`config.mk`:
```
export PLATFORM = sky130hd
export DESIGN_NAME = alu_rr_arbiter_flat
export DESIGN_NICKNAME = d
export VERILOG_FILES = /design/src/rtl/alu_rr_arbiter_pkg.sv /design/src/rtl/alu_rr_arbiter_if.sv /design/src/rtl/alu_rr_arbiter_rr_arb2.sv /design/src/rtl/alu_rr_arbiter.sv /design/src/flat_wrapper.sv
export SDC_FILE = /design/constraint.sdc
export NUM_CORES = 1
export LEC_CHECK = 0
export CAP_MARGIN = 20
export CORE_MARGIN = 2
export CORE_UTILIZATION = 42
export CTS_BUF_LIST = sky130_fd_sc_hd__clkbuf_16
export CTS_CLUSTER_SIZE = 30
export DETAILED_ROUTE_END_ITERATION = 7
export HOLD_SLACK_MARGIN = 0.05
export PLACE_DENSITY = 0.86
export SETUP_SLACK_MARGIN = 0.05
export SYNTH_ARGS = -nofsm -noshare
export SYNTH_HDL_FRONTEND = slang
export SYNTH_SLANG_ARGS = --single-unit
```
`constraint.sdc`:
```
create_clock -name clk -period 7.6 [get_ports clk]
set_clock_uncertainty 0.15 [all_clocks]
set_input_delay 1.14 -clock clk [delete_from_list [all_inputs] [get_ports clk]]
set_output_delay 1.14 -clock clk [all_outputs]
set_load 0.02 [all_outputs]
```
`src/rtl/alu_rr_arbiter_pkg.sv`:
```
// Shared constants for the ALU arbiter: opcode and shift-control encodings plus FSM states.
// Opcodes above OP_MAX_LEGAL are treated as illegal by the arbiter.
package alu_ctrl_pkg;

  localparam logic [3:0] OP_ADD       = 4'b0000;
  localparam logic [3:0] OP_SUB       = 4'b0001;
  localparam logic [3:0] OP_MUL       = 4'b0010;
  localparam logic [3:0] OP_OR        = 4'b0011;
  localparam logic [3:0] OP_AND       = 4'b0100;
  localparam logic [3:0] OP_XOR       = 4'b0101;
  localparam logic [3:0] OP_MAX_LEGAL = 4'b0101;

  localparam logic [2:0] SR_NONE = 3'b000;
  localparam logic [2:0] SR_RSH  = 3'b001;
  localparam logic [2:0] SR_LSH  = 3'b010;
  localparam logic [2:0] SR_ROR  = 3'b011;

  typedef enum logic [1:0] {
    ST_IDLE = 2'd0,
    ST_EXEC = 2'd1,
    ST_RESP = 2'd2
  } state_e;

  function automatic logic is_illegal_op(input logic [3:0] op);
    return op > OP_MAX_LEGAL;
  endfunction

endpackage

```
`src/rtl/alu_rr_arbiter_if.sv`:
```
// Bundle of both request channels, the ALU-facing operand bus and the response channel.
// The slave modport is the arbiter's view; master is the environment (requesters, ALU, consumer).
interface alu_rr_arbiter_if #(
  parameter int DATA_W = 32
);

  logic              req0_valid, req1_valid;
  logic              req0_ready, req1_ready;
  logic [DATA_W-1:0] req0_in1, req1_in1, req0_in2, req1_in2;
  logic [3:0]        req0_opcode, req1_opcode;
  logic [2:0]        req0_sr_cont, req1_sr_cont;
  logic [4:0]        req0_sr_bit, req1_sr_bit;

  logic [DATA_W-1:0] alu_in1, alu_in2;
  logic [3:0]        alu_opcode;
  logic [2:0]        alu_sr_cont;
  logic [4:0]        alu_sr_bit;
  logic [DATA_W-1:0] alu_out;

  logic              rsp_valid;
  logic              rsp_ready;
  logic [DATA_W-1:0] rsp_data;
  logic              rsp_id;
  logic              rsp_err;

  modport slave (
    input  req0_valid, req1_valid, req0_in1, req1_in1, req0_in2, req1_in2,
           req0_opcode, req1_opcode, req0_sr_cont, req1_sr_cont,
           req0_sr_bit, req1_sr_bit, alu_out, rsp_ready,
    output req0_ready, req1_ready, alu_in1, alu_in2, alu_opcode,
           alu_sr_cont, alu_sr_bit, rsp_valid, rsp_data, rsp_id, rsp_err
  );

  modport master (
    output req0_valid, req1_valid, req0_in1, req1_in1, req0_in2, req1_in2,
           req0_opcode, req1_opcode, req0_sr_cont, req1_sr_cont,
           req0_sr_bit, req1_sr_bit, alu_out, rsp_ready,
    input  req0_ready, req1_ready, alu_in1, alu_in2, alu_opcode,
           alu_sr_cont, alu_sr_bit, rsp_valid, rsp_data, rsp_id, rsp_err
  );

endinterface

```
`src/rtl/alu_rr_arbiter_rr_arb2.sv`:
```
// Two-way grant: a lone valid requester wins, a tie goes to the priority pointer.
// With ALU_ARB_FIXED_PRIO_EN defined, requester 0 always wins ties and no pointer exists.
module rr_arb2 (
  input  logic clk,
  input  logic rst,
  input  logic valid0_i,
  input  logic valid1_i,
  input  logic accept_i,
  output logic grant_valid_o,
  output logic grant_id_o
);

  assign grant_valid_o = valid0_i | valid1_i;

`ifdef ALU_ARB_FIXED_PRIO_EN

  logic unused_inputs;
  assign unused_inputs = ^{clk, rst, accept_i};
  assign grant_id_o    = valid1_i & ~valid0_i;

`else

  logic ptr_q;

  always_comb begin
    grant_id_o = valid1_i;
    if (valid0_i && valid1_i) begin
      grant_id_o = ptr_q;
    end
  end

  // The requester just served drops to lowest priority for the next tie.
  always_ff @(posedge clk or posedge rst) begin
    if (rst) begin
      ptr_q <= 1'b0;
    end else if (accept_i) begin
      ptr_q <= ~grant_id_o;
    end
  end

`endif

endmodule

```
`src/rtl/alu_rr_arbiter.sv`:
```
// Shares one ALU between two requesters: grant, registered operands, fixed execute window, held response.
// Optional macro ALU_ARB_FIXED_PRIO_EN switches tie-breaking from round-robin to req0-first.
module alu_rr_arbiter #(
  parameter int DATA_W      = 32,
  parameter int EXEC_CYCLES = 2,
  parameter int CNT_W       = 4
) (
  input  logic                 clk,
  input  logic                 rst,
  alu_rr_arbiter_if.slave      bus
);

  import alu_ctrl_pkg::*;

  localparam logic [CNT_W-1:0] CNT_INIT = CNT_W'(EXEC_CYCLES - 1);

  state_e            state_q;
  logic [CNT_W-1:0]  cnt_q;
  logic              id_q;
  logic              illegal_q;
  logic [DATA_W-1:0] alu_in1_q, alu_in2_q;
  logic [3:0]        alu_opcode_q;
  logic [2:0]        alu_sr_cont_q;
  logic [4:0]        alu_sr_bit_q;
  logic              rsp_valid_q, rsp_id_q, rsp_err_q;
  logic [DATA_W-1:0] rsp_data_q;

  logic              grant_valid, grant_id, accept;
  logic [DATA_W-1:0] in1_d, in2_d;
  logic [3:0]        raw_opcode, opcode_d;
  logic [2:0]        sr_cont_d;
  logic [4:0]        sr_bit_d;
  logic              illegal_d;

  rr_arb2 u_arb (
    .clk           (clk),
    .rst           (rst),
    .valid0_i      (bus.req0_valid),
    .valid1_i      (bus.req1_valid),
    .accept_i      (accept),
    .grant_valid_o (grant_valid),
    .grant_id_o    (grant_id)
  );

  // Ready is gated by rst so no requester sees a handshake while reset is held.
  assign accept         = (state_q == ST_IDLE) && grant_valid && !rst;
  assign bus.req0_ready = accept && !grant_id;
  assign bus.req1_ready = accept && grant_id;

  assign in1_d      = grant_id ? bus.req1_in1     : bus.req0_in1;
  assign in2_d      = grant_id ? bus.req1_in2     : bus.req0_in2;
  assign raw_opcode = grant_id ? bus.req1_opcode  : bus.req0_opcode;
  assign sr_cont_d  = grant_id ? bus.req1_sr_cont : bus.req0_sr_cont;
  assign sr_bit_d   = grant_id ? bus.req1_sr_bit  : bus.req0_sr_bit;
  assign illegal_d  = is_illegal_op(raw_opcode);
  // Illegal opcodes are replaced so the ALU only ever decodes defined operations.
  assign opcode_d   = illegal_d ? OP_ADD : raw_opcode;

  always_ff @(posedge clk or posedge rst) begin
    if (rst) begin
      state_q       <= ST_IDLE;
      cnt_q         <= '0;
      id_q          <= 1'b0;
      illegal_q     <= 1'b0;
      alu_in1_q     <= '0;
      alu_in2_q     <= '0;
      alu_opcode_q  <= '0;
      alu_sr_cont_q <= '0;
      alu_sr_bit_q  <= '0;
      rsp_valid_q   <= 1'b0;
      rsp_data_q    <= '0;
      rsp_id_q      <= 1'b0;
      rsp_err_q     <= 1'b0;
    end else begin
      unique case (state_q)
        ST_IDLE: begin
          if (accept) begin
            alu_in1_q     <= in1_d;
            alu_in2_q     <= in2_d;
            alu_opcode_q  <= opcode_d;
            alu_sr_cont_q <= sr_cont_d;
            alu_sr_bit_q  <= sr_bit_d;
            id_q          <= grant_id;
            illegal_q     <= illegal_d;
            cnt_q         <= CNT_INIT;
            state_q       <= ST_EXEC;
          end
        end
        ST_EXEC: begin
          if (cnt_q == '0) begin
            rsp_data_q  <= illegal_q ? '0 : bus.alu_out;
            rsp_err_q   <= illegal_q;
            rsp_id_q    <= id_q;
            rsp_valid_q <= 1'b1;
            state_q     <= ST_RESP;
          end else begin
            cnt_q <= cnt_q - CNT_W'(1);
          end
        end
        ST_RESP: begin
          if (bus.rsp_ready) begin
            rsp_valid_q <= 1'b0;
            state_q     <= ST_IDLE;
          end
        end
        default: state_q <= ST_IDLE;
      endcase
    end
  end

  assign bus.alu_in1     = alu_in1_q;
  assign bus.alu_in2     = alu_in2_q;
  assign bus.alu_opcode  = alu_opcode_q;
  assign bus.alu_sr_cont = alu_sr_cont_q;
  assign bus.alu_sr_bit  = alu_sr_bit_q;
  assign bus.rsp_valid   = rsp_valid_q;
  assign bus.rsp_data    = rsp_data_q;
  assign bus.rsp_id      = rsp_id_q;
  assign bus.rsp_err     = rsp_err_q;

endmodule

```
`src/flat_wrapper.sv`:
```
// flat-port wrapper written by rule: the top's interface ports become plain ports
module alu_rr_arbiter_flat import alu_ctrl_pkg::*;
#(
  parameter int DATA_W      = 32,
  parameter int EXEC_CYCLES = 2,
  parameter int CNT_W       = 4
)
  (clk, rst, bus_req0_valid, bus_req1_valid, bus_req0_in1, bus_req1_in1, bus_req0_in2, bus_req1_in2, bus_req0_opcode, bus_req1_opcode, bus_req0_sr_cont, bus_req1_sr_cont, bus_req0_sr_bit, bus_req1_sr_bit, bus_alu_out, bus_rsp_ready, bus_req0_ready, bus_req1_ready, bus_alu_in1, bus_alu_in2, bus_alu_opcode, bus_alu_sr_cont, bus_alu_sr_bit, bus_rsp_valid, bus_rsp_data, bus_rsp_id, bus_rsp_err);
  alu_rr_arbiter_if #(.DATA_W(DATA_W)) bus_i ();
  input  logic clk;
  input  logic rst;
  input wire logic [$bits(bus_i.req0_valid)-1:0] bus_req0_valid;
  input wire logic [$bits(bus_i.req1_valid)-1:0] bus_req1_valid;
  input wire logic [$bits(bus_i.req0_in1)-1:0] bus_req0_in1;
  input wire logic [$bits(bus_i.req1_in1)-1:0] bus_req1_in1;
  input wire logic [$bits(bus_i.req0_in2)-1:0] bus_req0_in2;
  input wire logic [$bits(bus_i.req1_in2)-1:0] bus_req1_in2;
  input wire logic [$bits(bus_i.req0_opcode)-1:0] bus_req0_opcode;
  input wire logic [$bits(bus_i.req1_opcode)-1:0] bus_req1_opcode;
  input wire logic [$bits(bus_i.req0_sr_cont)-1:0] bus_req0_sr_cont;
  input wire logic [$bits(bus_i.req1_sr_cont)-1:0] bus_req1_sr_cont;
  input wire logic [$bits(bus_i.req0_sr_bit)-1:0] bus_req0_sr_bit;
  input wire logic [$bits(bus_i.req1_sr_bit)-1:0] bus_req1_sr_bit;
  input wire logic [$bits(bus_i.alu_out)-1:0] bus_alu_out;
  input wire logic [$bits(bus_i.rsp_ready)-1:0] bus_rsp_ready;
  output wire logic [$bits(bus_i.req0_ready)-1:0] bus_req0_ready;
  output wire logic [$bits(bus_i.req1_ready)-1:0] bus_req1_ready;
  output wire logic [$bits(bus_i.alu_in1)-1:0] bus_alu_in1;
  output wire logic [$bits(bus_i.alu_in2)-1:0] bus_alu_in2;
  output wire logic [$bits(bus_i.alu_opcode)-1:0] bus_alu_opcode;
  output wire logic [$bits(bus_i.alu_sr_cont)-1:0] bus_alu_sr_cont;
  output wire logic [$bits(bus_i.alu_sr_bit)-1:0] bus_alu_sr_bit;
  output wire logic [$bits(bus_i.rsp_valid)-1:0] bus_rsp_valid;
  output wire logic [$bits(bus_i.rsp_data)-1:0] bus_rsp_data;
  output wire logic [$bits(bus_i.rsp_id)-1:0] bus_rsp_id;
  output wire logic [$bits(bus_i.rsp_err)-1:0] bus_rsp_err;
  assign bus_i.req0_valid = bus_req0_valid;
  assign bus_i.req1_valid = bus_req1_valid;
  assign bus_i.req0_in1 = bus_req0_in1;
  assign bus_i.req1_in1 = bus_req1_in1;
  assign bus_i.req0_in2 = bus_req0_in2;
  assign bus_i.req1_in2 = bus_req1_in2;
  assign bus_i.req0_opcode = bus_req0_opcode;
  assign bus_i.req1_opcode = bus_req1_opcode;
  assign bus_i.req0_sr_cont = bus_req0_sr_cont;
  assign bus_i.req1_sr_cont = bus_req1_sr_cont;
  assign bus_i.req0_sr_bit = bus_req0_sr_bit;
  assign bus_i.req1_sr_bit = bus_req1_sr_bit;
  assign bus_i.alu_out = bus_alu_out;
  assign bus_i.rsp_ready = bus_rsp_ready;
  assign bus_req0_ready = bus_i.req0_ready;
  assign bus_req1_ready = bus_i.req1_ready;
  assign bus_alu_in1 = bus_i.alu_in1;
  assign bus_alu_in2 = bus_i.alu_in2;
  assign bus_alu_opcode = bus_i.alu_opcode;
  assign bus_alu_sr_cont = bus_i.alu_sr_cont;
  assign bus_alu_sr_bit = bus_i.alu_sr_bit;
  assign bus_rsp_valid = bus_i.rsp_valid;
  assign bus_rsp_data = bus_i.rsp_data;
  assign bus_rsp_id = bus_i.rsp_id;
  assign bus_rsp_err = bus_i.rsp_err;
  alu_rr_arbiter #(.DATA_W(DATA_W), .EXEC_CYCLES(EXEC_CYCLES), .CNT_W(CNT_W)) u_core (.clk(clk), .rst(rst), .bus(bus_i));
endmodule
```
==> results.py <==
metrics = {
    "status": {
        "status": "complete, no violations",
    },
    "sta": {
        "setup_viol": 0,
        "fin_crit_sh": 0.637,
        "relSlewSlack": 0.409,
        "maxSlewViolCount": 0,
        "finalCriticalPeriod_ns": 4.84,
        "worst_pin_slew_ns": 0.879,
        "hold_viol": 0,
        "setup_tns_ns": 0,
        "rsz0062_at_grt": "no",
        "fmax_ghz": 0.207,
    },
    "logic_synthesis": {
        "synth-async-reset-ratio": 1.00,
        "synth_edf_count": 0,
        "seq_area_frac_synth": 0.557,
        "synth-seq-cells": 120,
        "synth_top_area_cell": "dfrtp_1",
        "netlist.area_leader.share": 0.557,
        "synthesis.nets": 711,
        "yosys-top-cells-area": "dfrtp_1 56%, mux2i_1 14%, nand2_1 7.7%, o21ai_1 6.2%, nand2b_1 3.8%",
        "synth_most_common_cell": "dfrtp_1",
        "synthesis.area_um2": 5400,
        "ys.flop_type": "dfrtp_1",
        "synth_commonest_cells": "120 x dfrtp_1, 111 x nand2_1, 76 x mux2i_1",
        "yosys_warnings": 0,
        "synth_cell_types": 28,
        "syn_inst": 520,
        "avgSynthCellArea_um2": 10.4,
    },
    "place": {
        "numPortBuffers": 301,
        "gp_congestion": 0.809,
        "place_area_um2": 8460,
        "dpl.hpwl_um": 12300,
    },
    "floorplan": {
        "start_util": 0.429,
        "core-area_um2": 12600,
        "die-area_um2": 13800,
        "io-pin-count": 302,
        "die_y_um": 117,
        "core.rowCount": 41,
        "die_x_um": 117,
    },
    "clock_network": {
        "postCtsSetupRepairBufs": 0,
        "path_clk_slew_ns": 0.06,
        "ctsHoldBuffers": 0,
        "cts_root_buf": "clkbuf_16",
        "cts_buffers": 17,
        "clk_latency_ns": 0.41,
        "cts_tree": "done",
        "htree_levels": 4,
        "clock_path_buffers": 2,
        "cts.sinks": 120,
        "cts-resized-gates": 0,
    },
    "global_route": {
        "grt_pass1_vias": 5165,
        "grt_overflow_total": 0,
        "antenna_found_initial": 0,
        "met2_usage": 0.421,
        "grt_use_total": 0.241,
        "grt_pass1_wl_um": 26400,
        "met1_usage": 0.265,
        "grt_use_met3": 0.0812,
        "globalRoute.busiestLayer": "met2",
        "grt_start_max_net_pins": 85,
    },
    "cells_and_area": {
        "antenna_cells": 0,
        "fin_area_um2": 9060,
        "area_growth_pct": 68.0,
        "final_core_util": 0.721,
        "layout-drive-gt1-share": 0.0571,
        "fillCellCount": 893,
        "fin_nets": 1002,
    },
    "worst_hold_path": {
        "hold_start": "u_core.bus.rsp_data[0]",
        "holdPathEnd": "u_core.bus.rsp_data[0]",
        "hold_class": "register to register",
        "whs_path_depth": 2,
    },
    "drt": {
        "firstDrtPassIters": 4,
        "drc_errors": 0,
        "num_vias": 4858,
        "avgRoutedWirePerCell_um": 16.5,
        "ant_nets": 0,
        "drt_wl_total_um": 16400,
        "initialDrtViolationCount": 206,
        "via_per_inst": 4.88,
    },
    "worst_setup_path": {
        "crit_fanout": 84,
        "timing.rr.end": "u_core.bus.alu_in1[31]",
        "r2r_setup_slack_ns": 5.02,
        "rr_startpoint": "u_core.u_arb.ptr_q",
        "cp.arrival_ns": 3.55,
        "setup.worst_path.start_class": "input pin",
        "path_class": "input pin to primary output",
        "required_ns": 6.31,
        "cp-end-kind": "primary output",
        "rr_worst_depth": 5,
    },
    "power_and_ir_drop": {
        "power_density_nw_per_um2": 372,
        "finalPower_mw": 3.37,
        "vdd_drop_max_mv": 0.173,
        "leakage_nw": 4.07,
    },
    "run": {
        "drv_cap": 0,
    },
}
[sequential cells by signal, summed over array words and instances (netlist names)]
| register | cells |
|---|---|
| u_core.bus.rsp_valid | 1 |
| u_core.bus.alu_sr_bit | 5 |
| u_core.bus.alu_in2 | 32 |
| u_core.illegal_q | 1 |
| u_core.cnt_q | 4 |
| u_core.bus.alu_opcode | 4 |
| u_core.state_q | 2 |
| u_core.u_arb.ptr_q | 1 |
| u_core.bus.alu_in1 | 32 |
| u_core.bus.rsp_id | 1 |
| u_core.bus.rsp_err | 1 |
| u_core.id_q | 1 |
| u_core.bus.rsp_data | 32 |
| u_core.bus.alu_sr_cont | 3 |
[placed cells by master (no fill, tap or decap), drive strengths merged, types with 2 or more instances in the layout]
cell	Yosys	routed
nand2	111	111
bufinv	0	2
mux2	4	4
clkdlybuf4s50	0	301
ha	2	2
and2	2	2
mux2i	76	76
dfrtp	120	120
clkbuf	14	17
o31ai	3	3
inv	5	6
clkinv	0	7
clkinvlp	0	4
xor2	2	2
buf	21	6
nand3	3	3
o21ai	108	108
nand2b	33	33
nor2	7	7
a21oi	2	2
[how the worst max path moves through the flow]
stage | slack [ns] | end | startpoint
floorplan | 3.12 | u_core.bus.alu_in1[0] | rst
global placement | 2.86 | bus_req1_ready | bus_req1_valid
detailed placement | 2.79 | bus_req1_ready | bus_req1_valid
CTS | 2.75 | bus_req1_ready | bus_req1_valid
global route | 2.67 | bus_req1_ready | bus_req1_valid
finish | 2.76 | bus_req1_ready | bus_req1_valid
[cell type report]
cell class,count,area [µm²],share of cell area
Inverter,5,21.3,0.00235
Timing Repair Buffer,307,3090,0.341
Tap cell,172,215,0.0237
Sequential cell,120,3000,0.331
Clock buffer,17,425,0.0469
Multi-Input combinational cell,360,2170,0.240
Clock inverter,14,136,0.0150
[routing by layer]
metal	share of wire	vias up
met4	0.036	0
met2	0.51	224
met3	0.077	42
met5	0	-
met1	0.38	2248
li1	-	2344
[worst max-delay path, cell delays in order]
cell	delay [ns]
clkdlybuf4s50_1	0.53
nor2_1	0.10
or4_4	0.78
nor2_2	0.32
clkdlybuf4s50_1	0.66
[kinds of logic (layout without fill, tap and decap cells)]
group	Yosys count	in the layout	synth area share
buf+inv	40	343	0.0436
flops	120	120	0.557
simple gates	162	162	0.134
mux	80	80	0.149
compound gates	114	114	0.108
fa+ha+maj	2	2	0.00464
xor+xnor	2	2	0.00325
[per-stage QoR]
| step | instances | setup slack, ns | hold WS [ns] |
|---|---|---|---|
| 2_1_floorplan | 520 | 3.12 | 0.296 |
| 3_3_place_gp | 962 | 2.86 | 0.313 |
| 3_5_place_dp | 962 | 2.79 | 0.321 |
| 4_1_cts | 993 | 2.75 | 0.334 |
| 5_1_grt | 995 | 2.67 | 0.355 |
| 6_report | 995 | 2.76 | 0.329 |
[power by group]
| group | switching, mW | leakage, nW | internal [mW] |
|---|---|---|---|
| Combinational | 0.794 | 2.29 | 0.726 |
| Sequential | 0.176 | 1.51 | 0.910 |
| Clock | 0.286 | 0.271 | 0.476 |
| Total | 1.26 | 4.07 | 2.11 |
(Power assumes the default switching activity.)
